**config.mk**
```make
export PLATFORM = sky130hd
export DESIGN_NAME = mig_tt_sweeper
export DESIGN_NICKNAME = d
export VERILOG_FILES = /design/src/rtl/mig_tt_pkg.sv /design/src/rtl/mig_tt_credit.sv /design/src/rtl/mig_tt_sweeper.sv
export SDC_FILE = /design/constraint.sdc
export NUM_CORES = 1
export LEC_CHECK = 0
export CAP_MARGIN = 20
export CORE_MARGIN = 5
export CORE_UTILIZATION = 55
export CTS_BUF_LIST = sky130_fd_sc_hd__clkbuf_16
export DETAILED_ROUTE_END_ITERATION = 12
export GPL_TIMING_DRIVEN = 0
export PLACE_DENSITY_LB_ADDON = 0.12
export SLEW_MARGIN = 10
export SYNTH_ARGS = -nofsm -noshare
export SYNTH_HDL_FRONTEND = slang
export SYNTH_SLANG_ARGS = --single-unit
export TNS_END_PERCENT = 100
```
**constraint.sdc**
```tcl
create_clock -name clk -period 9.6 [get_ports clk]
set_clock_uncertainty 0.05 [all_clocks]
set_input_delay 2.88 -clock clk [delete_from_list [all_inputs] [get_ports clk]]
set_output_delay 2.88 -clock clk [all_outputs]
set_load 0.01 [all_outputs]
```
**src/rtl/mig_tt_pkg.sv**
```systemverilog
// Shared constants, FSM state type and counter sizing for the truth-table sweeper.
package mig_tt_pkg;

  localparam int NIN  = 7;
  localparam int TT_W = 2 ** NIN;

  typedef enum logic [1:0] {
    IDLE  = 2'd0,
    ISSUE = 2'd1,
    FLUSH = 2'd2,
    DONE  = 2'd3
  } state_t;

  // Width needed to count 0..max_out inclusive.
  function automatic int cnt_w(input int max_out);
    return $clog2(max_out + 1);
  endfunction

endpackage

```
**src/rtl/mig_tt_credit.sv**
```systemverilog
// Count of evaluator requests issued but not yet answered; gates new requests at MAX_OUT.
module mig_tt_credit
  import mig_tt_pkg::*;
#(
  parameter int MAX_OUT = 4,
  localparam int CW = cnt_w(MAX_OUT)
) (
  input  logic          clk,
  input  logic          rst_n,
  input  logic          clr,
  input  logic          inc,
  input  logic          dec,
  output logic [CW-1:0] count,
  output logic          has_credit,
  output logic          empty
);

  localparam logic [CW-1:0] LIMIT = CW'(MAX_OUT);
  localparam logic [CW-1:0] ONE   = CW'(1);

  always_ff @(posedge clk) begin
    if (!rst_n || clr) begin
      count <= '0;
    end else if (inc && !dec) begin
      count <= count + ONE;
    end else if (dec && !inc) begin
      count <= count - ONE;
    end
  end

  assign has_credit = (count < LIMIT);
  assign empty      = (count == '0);

endmodule

```
**src/rtl/mig_tt_sweeper.sv**
```systemverilog
// Walks an external evaluator through every input vector, builds the truth table
// and compares it against the expected table captured at start.
module mig_tt_sweeper
  import mig_tt_pkg::*;
#(
  parameter int MAX_OUT = 4
) (
  input  logic            clk,
  input  logic            rst_n,
  input  logic            start,
  input  logic            abort,
  input  logic [TT_W-1:0] expected_tt,
  output logic            ev_req_valid,
  input  logic            ev_req_ready,
  output logic [NIN-1:0]  ev_x,
  input  logic            ev_rsp_valid,
  input  logic            ev_rsp_data,
  output logic            busy,
  output logic            done,
  output logic [TT_W-1:0] tt,
  output logic            match,
  output logic            mismatch_valid,
  output logic [NIN-1:0]  first_mismatch,
  output logic            protocol_err
);

  localparam int CW = cnt_w(MAX_OUT);
  localparam logic [NIN:0]  IDX_ONE  = (NIN + 1)'(1);
  localparam logic [NIN:0]  IDX_LAST = (NIN + 1)'(TT_W - 1);
  localparam logic [CW-1:0] OUT_ONE  = CW'(1);

  state_t          state;
  logic [NIN:0]    issue_idx;
  logic [NIN:0]    rsp_idx;
  logic [TT_W-1:0] exp_q;
  logic [CW-1:0]   outstanding;
  logic            has_credit;
  logic            out_empty;
  logic            req_fire;
  logic            rsp_take;
  logic            start_ok;
  logic            flush_needed;
  logic            rsp_bad;

  // Abort blocks the request in its own cycle so nothing new is in flight once we leave ISSUE.
  assign ev_req_valid = (state == ISSUE) && !abort && has_credit && !issue_idx[NIN];
  assign ev_x         = issue_idx[NIN-1:0];
  assign req_fire     = ev_req_valid && ev_req_ready;
  assign rsp_take     = ev_rsp_valid && !out_empty;
  assign start_ok     = start && !abort && ((state == IDLE) || (state == DONE));
  assign rsp_bad      = ev_rsp_data != exp_q[rsp_idx[NIN-1:0]];
  assign match        = done && !mismatch_valid;

  // No request can fire in an abort cycle, so only a response can change the count.
  assign flush_needed = rsp_take ? (outstanding > OUT_ONE) : !out_empty;

  mig_tt_credit #(
    .MAX_OUT(MAX_OUT)
  ) u_credit (
    .clk       (clk),
    .rst_n     (rst_n),
    .clr       (start_ok),
    .inc       (req_fire),
    .dec       (rsp_take),
    .count     (outstanding),
    .has_credit(has_credit),
    .empty     (out_empty)
  );

  always_ff @(posedge clk) begin
    if (!rst_n) begin
      state          <= IDLE;
      issue_idx      <= '0;
      rsp_idx        <= '0;
      exp_q          <= '0;
      tt             <= '0;
      mismatch_valid <= 1'b0;
      first_mismatch <= '0;
      busy           <= 1'b0;
      done           <= 1'b0;
      protocol_err   <= 1'b0;
    end else begin
      if (ev_rsp_valid && out_empty) begin
        protocol_err <= 1'b1;
      end
      if (req_fire) begin
        issue_idx <= issue_idx + IDX_ONE;
      end

      case (state)
        IDLE, DONE: begin
          if (start_ok) begin
            exp_q          <= expected_tt;
            tt             <= '0;
            issue_idx      <= '0;
            rsp_idx        <= '0;
            mismatch_valid <= 1'b0;
            first_mismatch <= '0;
            protocol_err   <= 1'b0;
            done           <= 1'b0;
            busy           <= 1'b1;
            state          <= ISSUE;
          end
        end

        ISSUE: begin
          if (rsp_take) begin
            tt[rsp_idx[NIN-1:0]] <= ev_rsp_data;
            rsp_idx              <= rsp_idx + IDX_ONE;
            if (rsp_bad && !mismatch_valid) begin
              mismatch_valid <= 1'b1;
              first_mismatch <= rsp_idx[NIN-1:0];
            end
          end
          if (abort) begin
            state <= flush_needed ? FLUSH : IDLE;
            busy  <= flush_needed;
          end else if (rsp_take && (rsp_idx == IDX_LAST)) begin
            state <= DONE;
            busy  <= 1'b0;
            done  <= 1'b1;
          end
        end

        FLUSH: begin
          if (out_empty || (rsp_take && (outstanding == OUT_ONE))) begin
            state <= IDLE;
            busy  <= 1'b0;
          end
        end

        default: begin
          state <= IDLE;
          busy  <= 1'b0;
        end
      endcase
    end
  end

endmodule
```
======== Word level (Yosys, flattened, before mapping) ========
Index checks and enable logic that the tools add are counted.
cells by class
  add/subtract/negate cells ............... 4
  multiply operators ...................... 0
  divide/modulo/power cells ............... 0
  magnitude comparators ................... 4
  equality and inequality tests ........... 13
  shift operators ......................... 0
  mux-type cells .......................... 42
  bitwise operators ....................... 0
  reduce and logical (&&, ||, !) cells .... 35
operators by type and width
  operator                                                                number
  128-bit 2-to-1 mux                                                      2
  128-bit case mux with 2 select lines                                    1
  128-bit bitwise mux                                                     1
  8-bit 2-to-1 mux                                                        5
  7-bit 2-to-1 mux                                                        3
  8-bit by 1-bit adder with 8-bit output (second input constant)          2
  8-bit case mux with 2 select lines                                      1
  1-bit logical AND                                                       15
  1-bit 2-to-1 mux                                                        15
  7-bit case mux with 2 select lines                                      1
  2-bit 2-to-1 mux                                                        5
  8-bit by 7-bit equality test with 1-bit output (second input constant)  1
  7-bit by 8-bit < comparator with 1-bit output (second input constant)   1
  4-bit AND reduction                                                     2
  1-bit binary-select mux with 7-bit select                               1
  1-bit demux with 7-bit select                                           1
  7-bit by 1-bit >= comparator with 1-bit output (second input constant)  1
  1-bit zero test                                                         7
  3-bit 2-to-1 mux                                                        2
  2-bit by 1-bit != test with 1-bit output (second input constant)        3
  2-bit != test (second input constant)                                   3
  2-bit case mux with 3 select lines                                      1
  3-bit AND reduction                                                     2
  2-bit equality test (second input constant)                             2
  16 further kinds                                                        20
word-level totals
  bits in registers ....................... 288
  bits in latches ......................... 0
  RAM bits ................................ 0
  bits in read-only memories .............. 0
  output and inout port bits .............. 148
  logic and storage cells ................. 109
  memories ................................ 0

======== Depth between registers and ports, before layout ========
Gate-level depths: netlist of the first run.
  depth in word-level cells ............... 9
  mapped depth ............................ 11
  depth with buffers taken out ............ 9

======== Hierarchy ========
Synthesis of the first run repeated with hierarchy kept, for this count alone.
second synthesis, totals
  cell total of the unflattened synthesis .. 1553
  area, all modules ....................... 13000.0 um^2
modules (own cells, without submodules)
  module          times used  cells an instance  area an instance (um^2)  sequential area each (um^2)
  mig_tt_sweeper  1           1535               12833.6                  5705.5
  mig_tt_credit   1           18                 166.4                    60.1

======== Worst setup path before layout of the first run ========
Ideal clock, no wire load.
  path kind ............................... input -> output
  from .................................... in abort
  to ...................................... out ev_req_valid
  arrival time ............................ 3396 ps
  data required time ...................... 6670 ps
  path slack .............................. 3274 ps
  stages .................................. 1
  path buffers ............................ 0
  path through ............................ nor4b_1
between the ends
  word-level cells in the longest chain between the ends .. 4
ends and longest elaborated chain
  element                          RTL line              source
  start, declared                  mig_tt_sweeper.sv:11  input logic abort,
  1-bit zero test                  mig_tt_sweeper.sv:46  assign ev_req_valid = (state == ISSUE) && !abort && has_credit && !issue_idx[NIN];
  1-bit logical AND (3 in series)  mig_tt_sweeper.sv:46
  end, declared                    mig_tt_sweeper.sv:13  output logic ev_req_valid,
No other way between the ends.

======== Final worst setup path of the first run ========
Same ends and word-level chain as after synthesis.

==> results, run 1 <==
- The run finished with clean final reports.
- The total of hold buffers inserted after clock tree synthesis is 0.
- The number of nets in the layout is approximately 2000.
- The count of cells along the worst register-to-register path is 8.
- Row generation in the floorplan step produced 56 rows.
- The fraction of synthesis flops using an asynchronous set or reset pin is 0%.
- The wire length of the first global-routing pass is ~62 mm.
- The detailed-route wire length per cell is around 19 µm.
- Counting the buffers created by CTS gives 30.
- In this run, distinct cell masters in the synthesized netlist total 47.
- After synthesis, the most frequently instantiated cells are 367 x sky130_fd_sc_hd__nand2_1, 288 x sky130_fd_sc_hd__dfxtp_1, 151 x sky130_fd_sc_hd__a21boi_0.
- In the final layout, the multi-input gates occupy around 0.0066 mm².
- In the post-synthesis netlist, the cell with the most instances is sky130_fd_sc_hd__nand2_1.
- STA puts the critical path data required time at about 6700 ps.
- The top fanout value on the critical path is 7.
- The max-slew headroom at the worst pin is 25.32%.
- Setup violations remaining at the end of the flow were counted as 0.
- The final number of hold-violating endpoints is 0.
- The post-synthesis cell area is approximately 0.013 mm².
- The routed layout has 12150 vias.
- The via count of the first global-routing pass is about 12000.
- The initial antenna violation count was 1.
- In this run the post-CTS setup repair buffer count came out at 0.
- STA classifies the critical path endpoint as an output pin.
- The aggregate global routing overflow is 0.
- The number of fill cells in the layout is 1804.
- The weighted congestion at the end of routability-driven global placement is 0.9371.
- Setup repair after global routing left no endpoint under its margin.
- After layout, the worst path uses around 77% of the clock period.
- Counting I/O delays and the setup requirement, the final critical path takes ~7400 ps.
- The overall routing resource usage is between 20% and 30%.
- During I/O placement, the number of pins put on the boundary was between 200 and 300.
- The class of the most critical hold timing path is flop to flop.
- Setup slack on the worst reg-to-reg path comes out at approximately 5700 ps.
- In this run the number of H-tree levels came out at 1.
- Across the whole layout, storage elements account for ~0.0058 mm².
- The worst register-to-register path begins at rsp_idx[2].
- The post-detailed-routing wire length is 40.34 mm.
- Once placement finished, the instance area stood at approximately 0.016 mm².
- After clock tree synthesis, the clock-pin slew on the worst setup and hold paths is about 50 ps.
- From bottom edge to top edge, the die measures 162.8 µm.
- The hold path startpoint is exp_q[68].
- The largest net degree at the start of global routing is 15.
- The clock tree from TritonCTS is built.
- The final-report max-slew violation count is 0.
- The antenna violation net count after detailed routing is 0.
- The end of the worst register-to-register path is first_mismatch[4].
- The clock passes through at most 3 buffers.
- The synthesized area divided by synthesized cell count is ~8.6 µm².
- The number of detailed-routing iterations run before antenna repair is 6.
- CTS placed an instance of sky130_fd_sc_hd__clkbuf_16 at the clock tree root.
- For this design, the sink count on the clock tree is 288.
- During placement, the flow inserted port buffers numbering between 200 and 300.
- The fraction of layout instances using a drive strength above 1 is between 5 and 6%.
- The most used flip-flop cell after synthesis is sky130_fd_sc_hd__dfxtp_1.
- The die covers around 0.026 mm².
- The later pin in the worst-skew pair is clocked with a latency of ~560 ps.
- The number of DRC violations after detailed routing is 0.
- The critical path arrival is between 4000 and 5000 ps.
- Yosys attributes the largest share of cell area to sky130_fd_sc_hd__dfxtp_1 45%, sky130_fd_sc_hd__nand2_1 11%, sky130_fd_sc_hd__a21boi_0 8.8%.
- Summing the sequential cell areas from Yosys gives 44.91% of the chip area.
- For this configuration, the core starts out at a cell density of 55.35%.
- The tool flagged a number of max-cap violations equal to 0.
- The area of the placeable core is roughly 0.023 mm².
- In this run the static leakage power is roughly 5.6 nW.
- The mean number of vias per cell is ~5.6.
- The synthesized design contains around 290 register bits.
- After technology mapping, the gate count stands at 1500.
- The library cell occupying the most area in the post-synthesis netlist is sky130_fd_sc_hd__dfxtp_1.
- In this run, the number of DRC markers left after iteration 0 of detailed routing was ~1100.
- Compared with the post-synthesis result, the final layout area differs by 32.39%.
- By startpoint and endpoint, the worst setup path is classified as primary input to output pin.
- Based on the critical path, the design can be clocked at up to 134.9 MHz.
- After routing, the total negative slack on setup checks comes to 0 ps.
- 0 antenna diodes ended up in the layout.
- During synthesis, Yosys emitted a total of 0 warnings.
- Post-CTS repair changed the size of 0 cells.
- For the pin with the worst max-slew slack, the measured transition is approximately 1100 ps.
- The maximum vdd drop is roughly 0.12 mV.
- Across all hold checks on the routed design, the worst slack comes to a little over 400 ps.
- The finished cells cover 0.01700 mm².
- The HPWL reported at the end of detailed placement is 28.86 mm.
- The worst-case hold path end point is exp_q[68].
- The share of synthesized area in the top cell type comes to approximately 45%.
- The synthesized design contains 0 enable-type register cells.
- The worst hold path stage count is 2.
- The total power per unit cell area is 163.7 mW/mm².
- The die is 162.8 µm wide.
- The synthesized net count is between 1500 and 2000.
- The sort of element at the start of the critical path is a primary input.
routing by layer:
layer | GRT usage [%] | share of wire (%)
met1 | 36.56 | 39
met2 | 50.92 | 48
met3 | 5.948 | 9.6
met4 | 9.684 | 3.2
met5 | 0 | 0.032
placed cells by master, fill, tap and decap left out, types with 5 or more instances in the layout:
cell type / instances
sky130_fd_sc_hd__a21boi_0: 151
sky130_fd_sc_hd__a21oi_1: 54
sky130_fd_sc_hd__a22oi_1: 60
sky130_fd_sc_hd__and2_1: 5
sky130_fd_sc_hd__buf_1: 8
sky130_fd_sc_hd__buf_4: 8
sky130_fd_sc_hd__clkbuf_1: 96
sky130_fd_sc_hd__clkbuf_16: 31
sky130_fd_sc_hd__clkdlybuf4s50_1: 281
sky130_fd_sc_hd__clkinv_1: 8
sky130_fd_sc_hd__clkinv_2: 8
sky130_fd_sc_hd__dfxtp_1: 288
sky130_fd_sc_hd__ha_1: 9
sky130_fd_sc_hd__inv_1: 17
sky130_fd_sc_hd__mux4_2: 42
sky130_fd_sc_hd__nand2_1: 367
sky130_fd_sc_hd__nand3_1: 85
sky130_fd_sc_hd__nor2_1: 43
sky130_fd_sc_hd__nor2b_1: 69
sky130_fd_sc_hd__nor3_1: 13
sky130_fd_sc_hd__o211ai_1: 20
sky130_fd_sc_hd__o21ai_0: 111
sky130_fd_sc_hd__o22ai_1: 7
sky130_fd_sc_hd__xnor2_1: 7
sky130_fd_sc_hd__xor2_1: 6
worst max-delay path by stage:
stage / depth (start not counted) / end / slack [ps] / from
floorplan: 1 / ev_req_valid / 3270 / abort
global placement: 3 / ev_req_valid / 2150 / abort
detailed placement: 3 / ev_req_valid / 2200 / abort
CTS: 3 / ev_req_valid / 2170 / abort
global route: 3 / ev_req_valid / 2090 / abort
finish: 3 / ev_req_valid / 2190 / abort
sequential cells by signal, summed over array words and instances, names as in the netlist:
signal and cells:
exp_q 128, tt 128, issue_idx 8, rsp_idx 8, first_mismatch 7, u_credit.count 3
state 2, busy 1, done 1, mismatch_valid 1, protocol_err 1
kinds of logic after synthesis:
logic type,synth area share (%)
simple gates,20.36
compound gates,20.89
flops,44.91
buf+inv,4.162
mux,7.914
xor+xnor,0.8869
fa+ha+maj,0.8772
worst max-delay path: stages:
cell                              delay, ps
sky130_fd_sc_hd__clkdlybuf4s50_1        550
sky130_fd_sc_hd__nor4b_1                440
sky130_fd_sc_hd__clkdlybuf4s50_1        610
cell type report:
type / instances / share of cell area (%)
plain buffers: 115 / 2.834
clock buffers: 31 / 4.565
clock inverters: 24 / 0.8098
inverters: 14 / 0.3092
multi-input cells: 1083 / 38.56
flip-flops and latches: 288 / 33.92
well taps: 319 / 2.349
repair buffers: 284 / 16.65
power breakdown:
part	switching [mW]	leakage [nW]	total, mW	internal (mW)
sequential	0.0280	2.33	1.27	1.24
clock	0.480	0.462	1.09	0.607
combinational	0.248	2.77	0.427	0.180
total	0.756	5.56	2.78	2.03
metrics by stage:
step	std cells	setup WS, ps	total power [mW]	util, %
4_1_cts	2156	2167	2.782	73.24
3_3_place_gp	2100	2150	1.702	69.20
2_1_floorplan	1500	3274	1.559	-
3_5_place_dp	2101	2201	1.713	69.30
5_1_grt	2158	2092	2.891	73.28
6_report	2158	2186	2.782	73.28
(Power assumes the default switching activity.)
==> run 2, diff against run 1 <==
--- a/config.mk
+++ b/config.mk
@@ -7,7 +7,7 @@
 export LEC_CHECK = 0
 export CAP_MARGIN = 20
 export CORE_MARGIN = 5
-export CORE_UTILIZATION = 55
+export CORE_UTILIZATION = 46
 export CTS_BUF_LIST = sky130_fd_sc_hd__clkbuf_16
 export DETAILED_ROUTE_END_ITERATION = 12
 export GPL_TIMING_DRIVEN = 0
==> constraint.sdc (replaced) <==
create_clock -name clk -period 6.4 [get_ports clk]
set_clock_uncertainty 0.05 [all_clocks]
set_input_delay 1.92 -clock clk [delete_from_list [all_inputs] [get_ports clk]]
set_output_delay 1.92 -clock clk [all_outputs]
set_load 0.01 [all_outputs]
==> results, run 2 (synthesized netlist as in run 1, its figures left out) <==
- The run finished with clean final reports.
- The slowest library cell on the worst path is sky130_fd_sc_hd__clkdlybuf4s50_1.
- The die covers 0.03135 mm².
- In the final routed layout, each cell accounts on average for ~19 µm.
- The number of buffers added by the clock tree synthesis step is 34.
- The hold path startpoint is exp_q[67].
- The clock tree from TritonCTS is built.
- The number of input and output port buffers inserted is approximately 280.
- The critical path arrival is 3550 ps.
- Setup repair after global routing left no endpoint under its margin.
- The number of setup buffers added after CTS is 0.
- The upper clock frequency limit is 181.0 MHz.
- The weighted congestion at the end of routability-driven global placement is 0.9009.
- The finished cells cover 0.01717 mm².
- In this run the static leakage power is 5.630 nW.
- The smallest hold slack is roughly 410 ps.
- STA classifies the critical path startpoint as a primary input.
- The final-report max-slew violation count is 0.
- The worst register-to-register path ends at first_mismatch[2].
- The worst path required time is roughly 4400 ps.
- The HPWL reported at the end of detailed placement is approximately 30 mm.
- The H-tree generated during clock tree synthesis spans 2 levels.
- The register-to-register setup slack is roughly 2400 ps.
- The first global-routing pass estimated 64.94 mm of wire.
- Leaving out fill and tap cells, the most frequent cell in the layout is sky130_fd_sc_hd__nand2_1.
- The chip height is between 150 and 200 µm.
- STA classifies the critical path endpoint as an output pin.
- From synthesis to final layout, the design area changed by 33.75%.
- Along the worst hold path, the cell count comes to 2.
- At the end of the flow, the number of nets in the layout was between 1500 and 2000.
- In this run the tightest slew margin relative to its limit is 23.09%.
- The clock net in this run drives a total of roughly 290 sinks.
- Clock latency on the worst-skew pair, taken at its later pin, is 520 ps.
- The total placed instance area is about 0.016 mm².
- The count of cells along the worst register-to-register path is 8.
- In this run, post-CTS hold repair placed 0 buffers.
- After detailed routing, the number of vias per cell comes to about 5.5.
- The starting utilization of the core area is 46.34%.
- Setup violations remaining at the end of the flow were counted as 0.
- The initial antenna violation count is 1.
- After routing, the total negative slack on setup checks comes to 0 ps.
- The root buffer cell is sky130_fd_sc_hd__clkbuf_16.
- The max-cap check violation count is 0.
- The library cells used most frequently in the layout, excluding fill and tap cells, are 367 x sky130_fd_sc_hd__nand2_1, 288 x sky130_fd_sc_hd__dfxtp_1, 281 x sky130_fd_sc_hd__clkdlybuf4s50_1.
- The minimum clock period is between 5000 and 6000 ps.
- The share of the clock period used by the worst path after layout is roughly 86%.
- The total power per unit cell area is 251.2 mW/mm².
- In the final layout, the share of cells above drive strength 1 is under 10%.
- The aggregate global routing overflow is 0.
- The top fanout value on the critical path is 7.
- about 280 I/O pins were placed.
- The horizontal die dimension is ~180 µm.
- The number of DRC violations after detailed routing is 0.
- The clock passes through at most 3 buffers.
- The worst-case hold path end point is exp_q[67].
- The total vias in the final route is 12120.
- The core region is between 0.02 and 0.03 mm².
- The cell seen most often among critical-path stages is sky130_fd_sc_hd__clkdlybuf4s50_1.
- IR analysis of the VDD net gives a maximum drop of about 0.17 mV.
- After clock tree synthesis, the repair step resized 0 gates.
- Clock-pin slew was measured on the worst setup and hold paths at approximately 50 ps.
- Traced cell by cell, the critical path runs through clkdlybuf4s50_1 > nor4b_1 > clkdlybuf4s50_1.
- The largest registers in the layout are exp_q: 128 flops, tt: 128 flops.
- The largest net degree at the start of global routing is 13.
- The class of the most critical hold timing path is flop to flop.
- The final number of hold-violating endpoints is 0.
- The slew at the pin closest to its max-slew limit is around 1100 ps.
- The delay contributed by the slowest stage of the critical path is 620 ps.
- In this run the critical register-to-register path is launched from rsp_idx[2].
- The first TritonRoute pass finished after 5 iterations.
- The via count of the first global-routing pass is ~12000.
- The worst setup path category is primary input to output pin.
- The number of fill cells in the layout is roughly 2500.
- The post-detailed-routing wire length is 41.89 mm.
- The antenna violation net count after detailed routing is 0.
- In this run the core area contains between 60 and 70 standard-cell rows.
- The violation count after the first detailed-routing iteration is 1000.
- The overall routing resource usage is between 20% and 30%.
[run 2: cell types whose count changed in the layout (fill, tap and decap cells not counted), sizes merged, moves of 3 or more]
cell,previous run,this run
clkinv,16,10
clkinvlp,3,0
clkbuf,128,136
inv,18,23
[run 2: how the worst max path moves through the flow]
stage | slack (ps) | cells after the start | from | to
final | 880 | 3 | abort | ev_req_valid
after global routing | 770 | 3 | abort | ev_req_valid
after CTS | 870 | 3 | abort | ev_req_valid
after detailed placement | 890 | 3 | abort | ev_req_valid
after global placement | 880 | 3 | abort | ev_req_valid
after floorplan | 1990 | 1 | abort | ev_req_valid
[run 2: power by group]
group	internal, mW	total, mW	switching [mW]
Sequential	1.86	1.90	0.0410
Combinational	0.270	0.645	0.375
Clock	1.03	1.77	0.740
[run 2: final cells by class]
type / instances / area [µm²] / share of cell area [%]
Antenna cell: 1 / 2.502 / 0.01457
Buffer: 115 / 481.7 / 2.806
Clock buffer: 37 / 925.9 / 5.392
Clock inverter: 19 / 73.82 / 0.4299
Inverter: 14 / 52.55 / 0.3061
Multi-Input combinational cell: 1083 / 6558 / 38.19
Sequential cell: 288 / 5766 / 33.58
Tap cell: 378 / 473.0 / 2.755
Timing Repair Buffer: 285 / 2838 / 16.53
[run 2: layer usage]
| metal | track usage (%) | part of all wire, % | up-vias |
|---|---|---|---|
| li1 | - | - | 5863 |
| met1 | 33.04 | 40 | 5627 |
| met2 | 43.52 | 47 | 517 |
| met3 | 5.875 | 8.6 | 114 |
| met4 | 10.06 | 3.6 | 0 |
| met5 | 0 | 0 | - |
[run 2: through the flow]
| step | instances | setup slack (ps) | power (mW) | util, % |
|---|---|---|---|---|
| floorplan | 1500 | 1994 | 2.338 | - |
| global placement | 2159 | 880.0 | 2.562 | 58.19 |
| detailed placement | 2160 | 892.9 | 2.578 | 58.29 |
| CTS | 2216 | 869.1 | 4.325 | 61.90 |
| global route | 2220 | 774.5 | 4.489 | 61.97 |
| finish | 2220 | 876.6 | 4.313 | 61.97 |
[run 2: critical path: cells and delay by family]
family,cells,cell delay [ps]
buffers and inverters,2,1190
AND/OR/NAND/NOR,1,450
==> run 3, diff against run 2 <==
--- a/config.mk
+++ b/config.mk
@@ -7,7 +7,7 @@
 export LEC_CHECK = 0
 export CAP_MARGIN = 20
 export CORE_MARGIN = 5
-export CORE_UTILIZATION = 46
+export CORE_UTILIZATION = 45
 export CTS_BUF_LIST = sky130_fd_sc_hd__clkbuf_16
 export DETAILED_ROUTE_END_ITERATION = 12
 export GPL_TIMING_DRIVEN = 0
==> results, run 3 (synthesized netlist as in run 1, its figures left out) <==
- The flow ran to the end, and the final reports show no timing, DRC or antenna violations.
- Counting instances, the worst hold path has a depth of 2.
- The total of hold buffers inserted after clock tree synthesis is 0.
- The worst pin sits at a relative slew slack of 28.06%.
- The worst register-to-register path has a depth of 8.
- The cell seen most often among critical-path stages is sky130_fd_sc_hd__clkdlybuf4s50_1.
- The register-to-register setup slack is 2490 ps.
- Setup repair after global routing left no endpoint under its margin.
- The power share of the sequential group is between 40% and 50%.
- The detailed-route wire length per cell is around 19 µm.
- For the pin with the worst max-slew slack, the measured transition is roughly 1100 ps.
- Across the VDD grid, the largest voltage drop is between 0.15 and 0.2 mV.
- In this run the core area contains a little over 60 standard-cell rows.
- The tool flagged a number of max-cap violations equal to 0.
- The floorplan step set the die width to 178.9 µm.
- Traced cell by cell, the critical path runs through clkdlybuf4s50_1 > nor4b_1 > clkdlybuf4s50_1.
- TritonCTS built the clock tree.
- Combinational logic burns 15.3% of the power.
- In this run the count of I/O pins placed on the die edge is approximately 280.
- The maximum buffer depth of the clock tree is 3.
- Of the total power, the share spent switching nets is between 20% and 30%.
- The number of nets in the layout is 1961.
- The fraction of layout instances using a drive strength above 1 is 5.652%.
- The total vias in the final route is approximately 12000.
- The chip height is ~180 µm.
- Entering global routing, the biggest net connects 16 pins.
- The number of detailed-routing iterations run before antenna repair is 5.
- The antenna violation net count after detailed routing is 0.
- The worst setup path is launched from a primary input.
- The root buffer cell is sky130_fd_sc_hd__clkbuf_16.
- The share of total power in the clock network is just under 40%.
- The net switching power is roughly 1.1 mW.
- In this run the worst hold path is classified as flop to flop.
- After the first detailed-routing iteration, the DRC count stood at 1083.
- For this run, the total global-route usage over all layers was measured as between 20% and 30%.
- The aggregate global routing overflow is 0.
- The analysis attributes to cell leakage a power of 5.592 nW.
- The die area is 0.03201 mm².
- Power spread over the standard cell area amounts to 247.1 mW/mm².
- The library cells used most frequently in the layout, excluding fill and tap cells, are 367 x sky130_fd_sc_hd__nand2_1, 288 x sky130_fd_sc_hd__dfxtp_1, 281 x sky130_fd_sc_hd__clkdlybuf4s50_1.
- The minimum clock period is approximately 5500 ps.
- The number of input and output port buffers inserted is 281.
- After detailed routing, the number of vias per cell comes to ~5.5.
- Summed over all nets, the half-perimeter wirelength after detailed placement is 30.09 mm.
- After layout, the worst path uses 86.32% of the clock period.
- The clock transition at the registers of the reported paths is about 60 ps.
- Setup violations remaining at the end of the flow were counted as 0.
- The design internal power is ~3.1 mW.
- For this run, the number of standard cells in the final layout without fillers is 2218.
- The clock sink total is ~290.
- The final-report max-slew violation count was 0.
- The number of fill cells in the layout is about 2500.
- Summed over all layers, the routed wires come to 42.04 mm.
- The critical path arrival is approximately 3600 ps.
- The first global-routing pass estimated around 64 mm of wire.
- The worst path required time is 4430 ps.
- In the final layout, the registers with the most flip-flops are exp_q: 128 flops, tt: 128 flops.
- The final number of hold-violating endpoints is 0.
- The starting utilization of the core area is between 40% and 50%.
- The area of the placeable core is around 0.028 mm².
- The upper clock frequency limit is roughly 180 MHz.
- After routing, the total negative slack on setup checks comes to 0 ps.
- Once the clock tree was built, the setup fixing pass inserted 0 buffers.
- Including well taps, the total number of placed cells is about 2200.
- The worst setup path category is primary input to output pin.
- Relative to the synthesized area, the layout overhead comes to 33.20%.
- In this run, CTS created clock tree buffers numbering 31.
- The delay contributed by the slowest stage of the critical path is between 600 and 700 ps.
- In the routed design, unresolved DRC markers number 0.
- After clock tree synthesis, the repair step resized 0 gates.
- In this run the worst path has a maximum fanout of 7.
- The via count of the first global-routing pass was ~12000.
- The most frequent standard cell in the layout excluding fill and tap cells is sky130_fd_sc_hd__nand2_1.
- The nature of the critical path endpoint is an output pin.
- 0 antenna diodes ended up in the layout.
- The clock insertion delay at the later pin of the skew report is approximately 560 ps.
- The H-tree depth reported by CTS is 1.
- At the end of routability-driven placement, the weighted congestion stood at 0.9344.
- The slowest library cell on the worst path is sky130_fd_sc_hd__clkdlybuf4s50_1.
- The initial antenna violation count came to 0.
run 3: path summary, 6_finish.rpt:
check	startpoint	endpoint
worst min-delay path	exp_q[89]	exp_q[89]
worst max-delay path	abort	ev_req_valid
worst min register to register	exp_q[89]	exp_q[89]
worst max register to register	rsp_idx[2]	first_mismatch[4]
run 3: stage by stage:
| step | power, mW | setup WS (ps) | util, % | area, µm² | hold WS, ps |
|---|---|---|---|---|---|
| floorplan | 2.338 | 1994 | - | 12840 | 387.8 |
| global placement | 2.567 | 890.0 | 57.56 | 16120 | 397.9 |
| detailed placement | 2.582 | 888.1 | 57.70 | 16160 | 402.3 |
| CTS | 4.248 | 892.7 | 61.03 | 17090 | 412.7 |
| global route | 4.409 | 846.6 | 61.04 | 17100 | 432.6 |
| finish | 4.226 | 875.7 | 61.04 | 17100 | 411.2 |
run 3: per-layer routing:
metal	up-vias	global-route usage [%]	routed length (µm)
met5	-	0	0
met4	0	8.315	1289
met3	101	4.471	3254
met2	496	42.57	20050
met1	5667	33.33	17440
li1	5839	-	-
run 3: worst max-delay path, delay by kind of cell:
family / cells / cell delay [ps]
buffers and inverters: 2 / 1180
and+or+nand+nor: 1 / 450
run 3: power by group through the flow:
stage               sequential, mW  combinational, mW  clock (mW)
floorplan                     1.93              0.408           0
global placement              1.94              0.630           0
detailed placement            1.94              0.642           0
CTS                           1.90              0.645        1.70
global route                  1.91              0.718        1.78
finish                        1.90              0.647        1.68
run 3: final cells by class:
cell class	count	area [µm²]	share of cell area, %
Sequential cell	288	5766	33.72
Timing Repair Buffer	284	2836	16.59
Tap cell	378	473.0	2.766
Clock buffer	31	775.7	4.537
Multi-Input combinational cell	1083	6558	38.35
Clock inverter	25	156.4	0.9147
Inverter	14	52.55	0.3073
Buffer	115	481.7	2.817
==> edit, RTL diff (flow settings as in run 3) <==
Re-encode `state_t` (4 states) as one-hot, 4 bits wide.
--- a/src/rtl/mig_tt_pkg.sv
+++ b/src/rtl/mig_tt_pkg.sv
@@ -6,7 +6,7 @@
 
-  typedef enum logic [1:0] {
-    IDLE  = 2'd0,
-    ISSUE = 2'd1,
-    FLUSH = 2'd2,
-    DONE  = 2'd3
+  typedef enum logic [3:0] {
+    IDLE  = 4'b0001,
+    ISSUE = 4'b0010,
+    FLUSH = 4'b0100,
+    DONE  = 4'b1000
   } state_t;
Function: same outputs for any inputs over 4 cycles, from zero or initial values and one cycle with rst_n low; so few cycles prove little.
==> edit against run 3 <==
Cell area shrank 3.9%; cell count shrank 4.0%; largest cell class unchanged; setup slack lost 0.068 ns; global-route usage grew 0.57 points; area after synthesis shrank 4.6%; critical path depth grew 5; routed wire length shrank 0.81%; sequential cell count grew 2.
Power is not compared: it rests on default switching activity, and its combinational part moved more than twofold at a synthesized area within 25%.
==> edit: results (changes against run 3) <==
- Outcome: finished clean
- Syn_area_per_cell: 8.43 µm² (-1.5%)
- Post-Route WL: 41.7 mm (-0.81%)
- Antenna violations before repair: 0 (unchanged)
- Critical path's top delay family: simple AND/OR/NAND/NOR gates
- Cell depth of the worst flop-to-flop path: 7 (-1)
- Clk Latency, worst-skew pair: 0.55 ns
- GRT Overall Usage: 26.0% (+0.57 points)
- Post-Place Cell Area: 0.0155 mm² (-4.2%)
- Slowest CP cell: nor3_1
- Worst stage delay on the critical path: 0.99 ns (+0.36 ns)
- Post-cts sizing count: 0 (unchanged)
- Asr flop ratio synth: 0% (unchanged)
- LEAKAGE: 0.00534 µW
- Area contributors post-synth: dfxtp_1 47%, a21oi_1 11%, nand2_1 9.3%, mux4_2 7.7%, nand3_1 5.7%
- Fillers: 2423 (-4.0%)
- H-tree Lvls: 1 (unchanged)
- Initial DRC count: 1084 (+0.092%)
- Worst reg2reg startpoint: state[3]
- Most used DFF post-synth: dfxtp_1
- NumNets Final: 1910 (-2.6%)
- IO Port Bufs: 281 (unchanged)
- Root Driver: clkbuf_16
- Critical Path Start: abort
- Syn Nets: 1595 (-3.0%)
- Routability congestion estimate: 0.950 (+1.6%)
- Hold_sp: exp_q[63]
- Peak VDD IR: 190 µV
- Synth cell types: 44 (-6.4%)
- Vias per inst: 5.71 (+4.6%)
- Critical Path Fanout Max: 10 (+3)
- Vias in the first global route: 11.7k (-0.0086%)
- Wire per inst: 19.6 µm (+3.3%)
- Biggest regs: exp_q: 128 flops, tt: 128 flops
- Sequential area share after synthesis: 47.4% (+2.5 points)
- Clock tree buffer depth: 3 (unchanged)
- Num CTS Buffers: 31 (unchanged)
- Fraction of layout cells with a size suffix above 1: 5.48% (-0.17 points)
- Placed Cells: 2075 (-4.0%)
- Reg clk slew, reported paths: 0.06 ns (about the same)
- Worst Hold Class: register to register
- Max_slew headroom: 21.0% (-7.1 points)
- Min-Delay Path Depth: 2 (unchanged)
- Pre-antenna DRT Iters: 5 (unchanged)
- Commonest cells post-synth: 303 x nand2_1, 290 x dfxtp_1, 264 x a21oi_1
- Global-route wire length before repair: 64.2 mm (about the same)
- Largest net degree at the start of global routing: 15 (-1)
- Hpwl dp: 30.1 mm (about the same)
- CP arrival: 6.02 ns (+2.47 ns)
- Setup bufs post-CTS: 0 (unchanged)
- Number of diodes: 0 (unchanged)
- Ys Warns: 0 (unchanged)
## edit: changes by cell type after synthesis, sizes merged, moves of 4 or more
cell	before	now
clkbuf	96	113
nor4	2	6
o21ai	112	59
o211ai	20	74
nor2	43	51
a21boi	151	0
nand2	367	303
buf	19	15
a21oi	54	264
a22oi	60	2
nand3	85	139
nor2b	69	1
and2	5	1
## edit: layout make-up
cell class / count / share of cell area [%]
Multi-Input combinational cell: 1022 / 35.6
Clock inverter: 23 / 1.02
Tap cell: 341 / 2.60
Timing Repair Buffer: 282 / 17.1
Sequential cell: 290 / 35.3
Buffer: 128 / 3.27
Inverter: 13 / 0.297
Clock buffer: 31 / 4.72
## edit: kinds of logic (layout without fill, tap and decap cells)
logic type / count (synthesis) / after routing / synth area share (%)
compound gates: 420 / 420 / 19.1
xor+xnor: 13 / 13 / 0.930
fa+ha+maj: 7 / 7 / 0.715
buf+inv: 141 / 477 / 4.79
flops: 290 / 290 / 47.4
mux: 47 / 47 / 8.35
simple gates: 535 / 535 / 18.7
## edit: path summary, 6_finish.rpt
| kind | to | slack (ns) |
|---|---|---|
| max | tt[49] | 0.81 |
| min | exp_q[63] | 0.40 |
| max reg2reg | tt[49] | 2.35 |
| min reg2reg | exp_q[63] | 0.40 |
## edit: where the power goes
| group | switching (µW) | internal [µW] | total [µW] |
|---|---|---|---|
| clock network | 709 | 985 | 1690 |
| logic | 173 | 147 | 320 |
| registers | 24.6 | 1850 | 1870 |
## edit: worst min-delay path, stage by stage, from the launching register on
cell	delay, ns
dfxtp_1	0.30
nand2_1	0.05
a21oi_1	0.05
## edit: metrics by stage
| step | utilization [%] | power [µW] | setup WS, ns |
|---|---|---|---|
| floorplan | - | 2080 | 2.08 |
| global placement | 57.6 | 2230 | 0.477 |
| detailed placement | 57.6 | 2230 | 0.437 |
| CTS | 61.1 | 3910 | 0.932 |
| global route | 61.2 | 4020 | 0.713 |
| finish | 61.2 | 3890 | 0.807 |
## edit: metal layers
metal | part of all wire, % | vias to the layer above | GRT usage [%]
li1 | - | 5781 | -
met1 | 40 | 5698 | 33.8
met2 | 48 | 583 | 43.6
met3 | 8.8 | 93 | 5.06
met4 | 3.1 | 0 | 8.74
met5 | 0 | - | 0
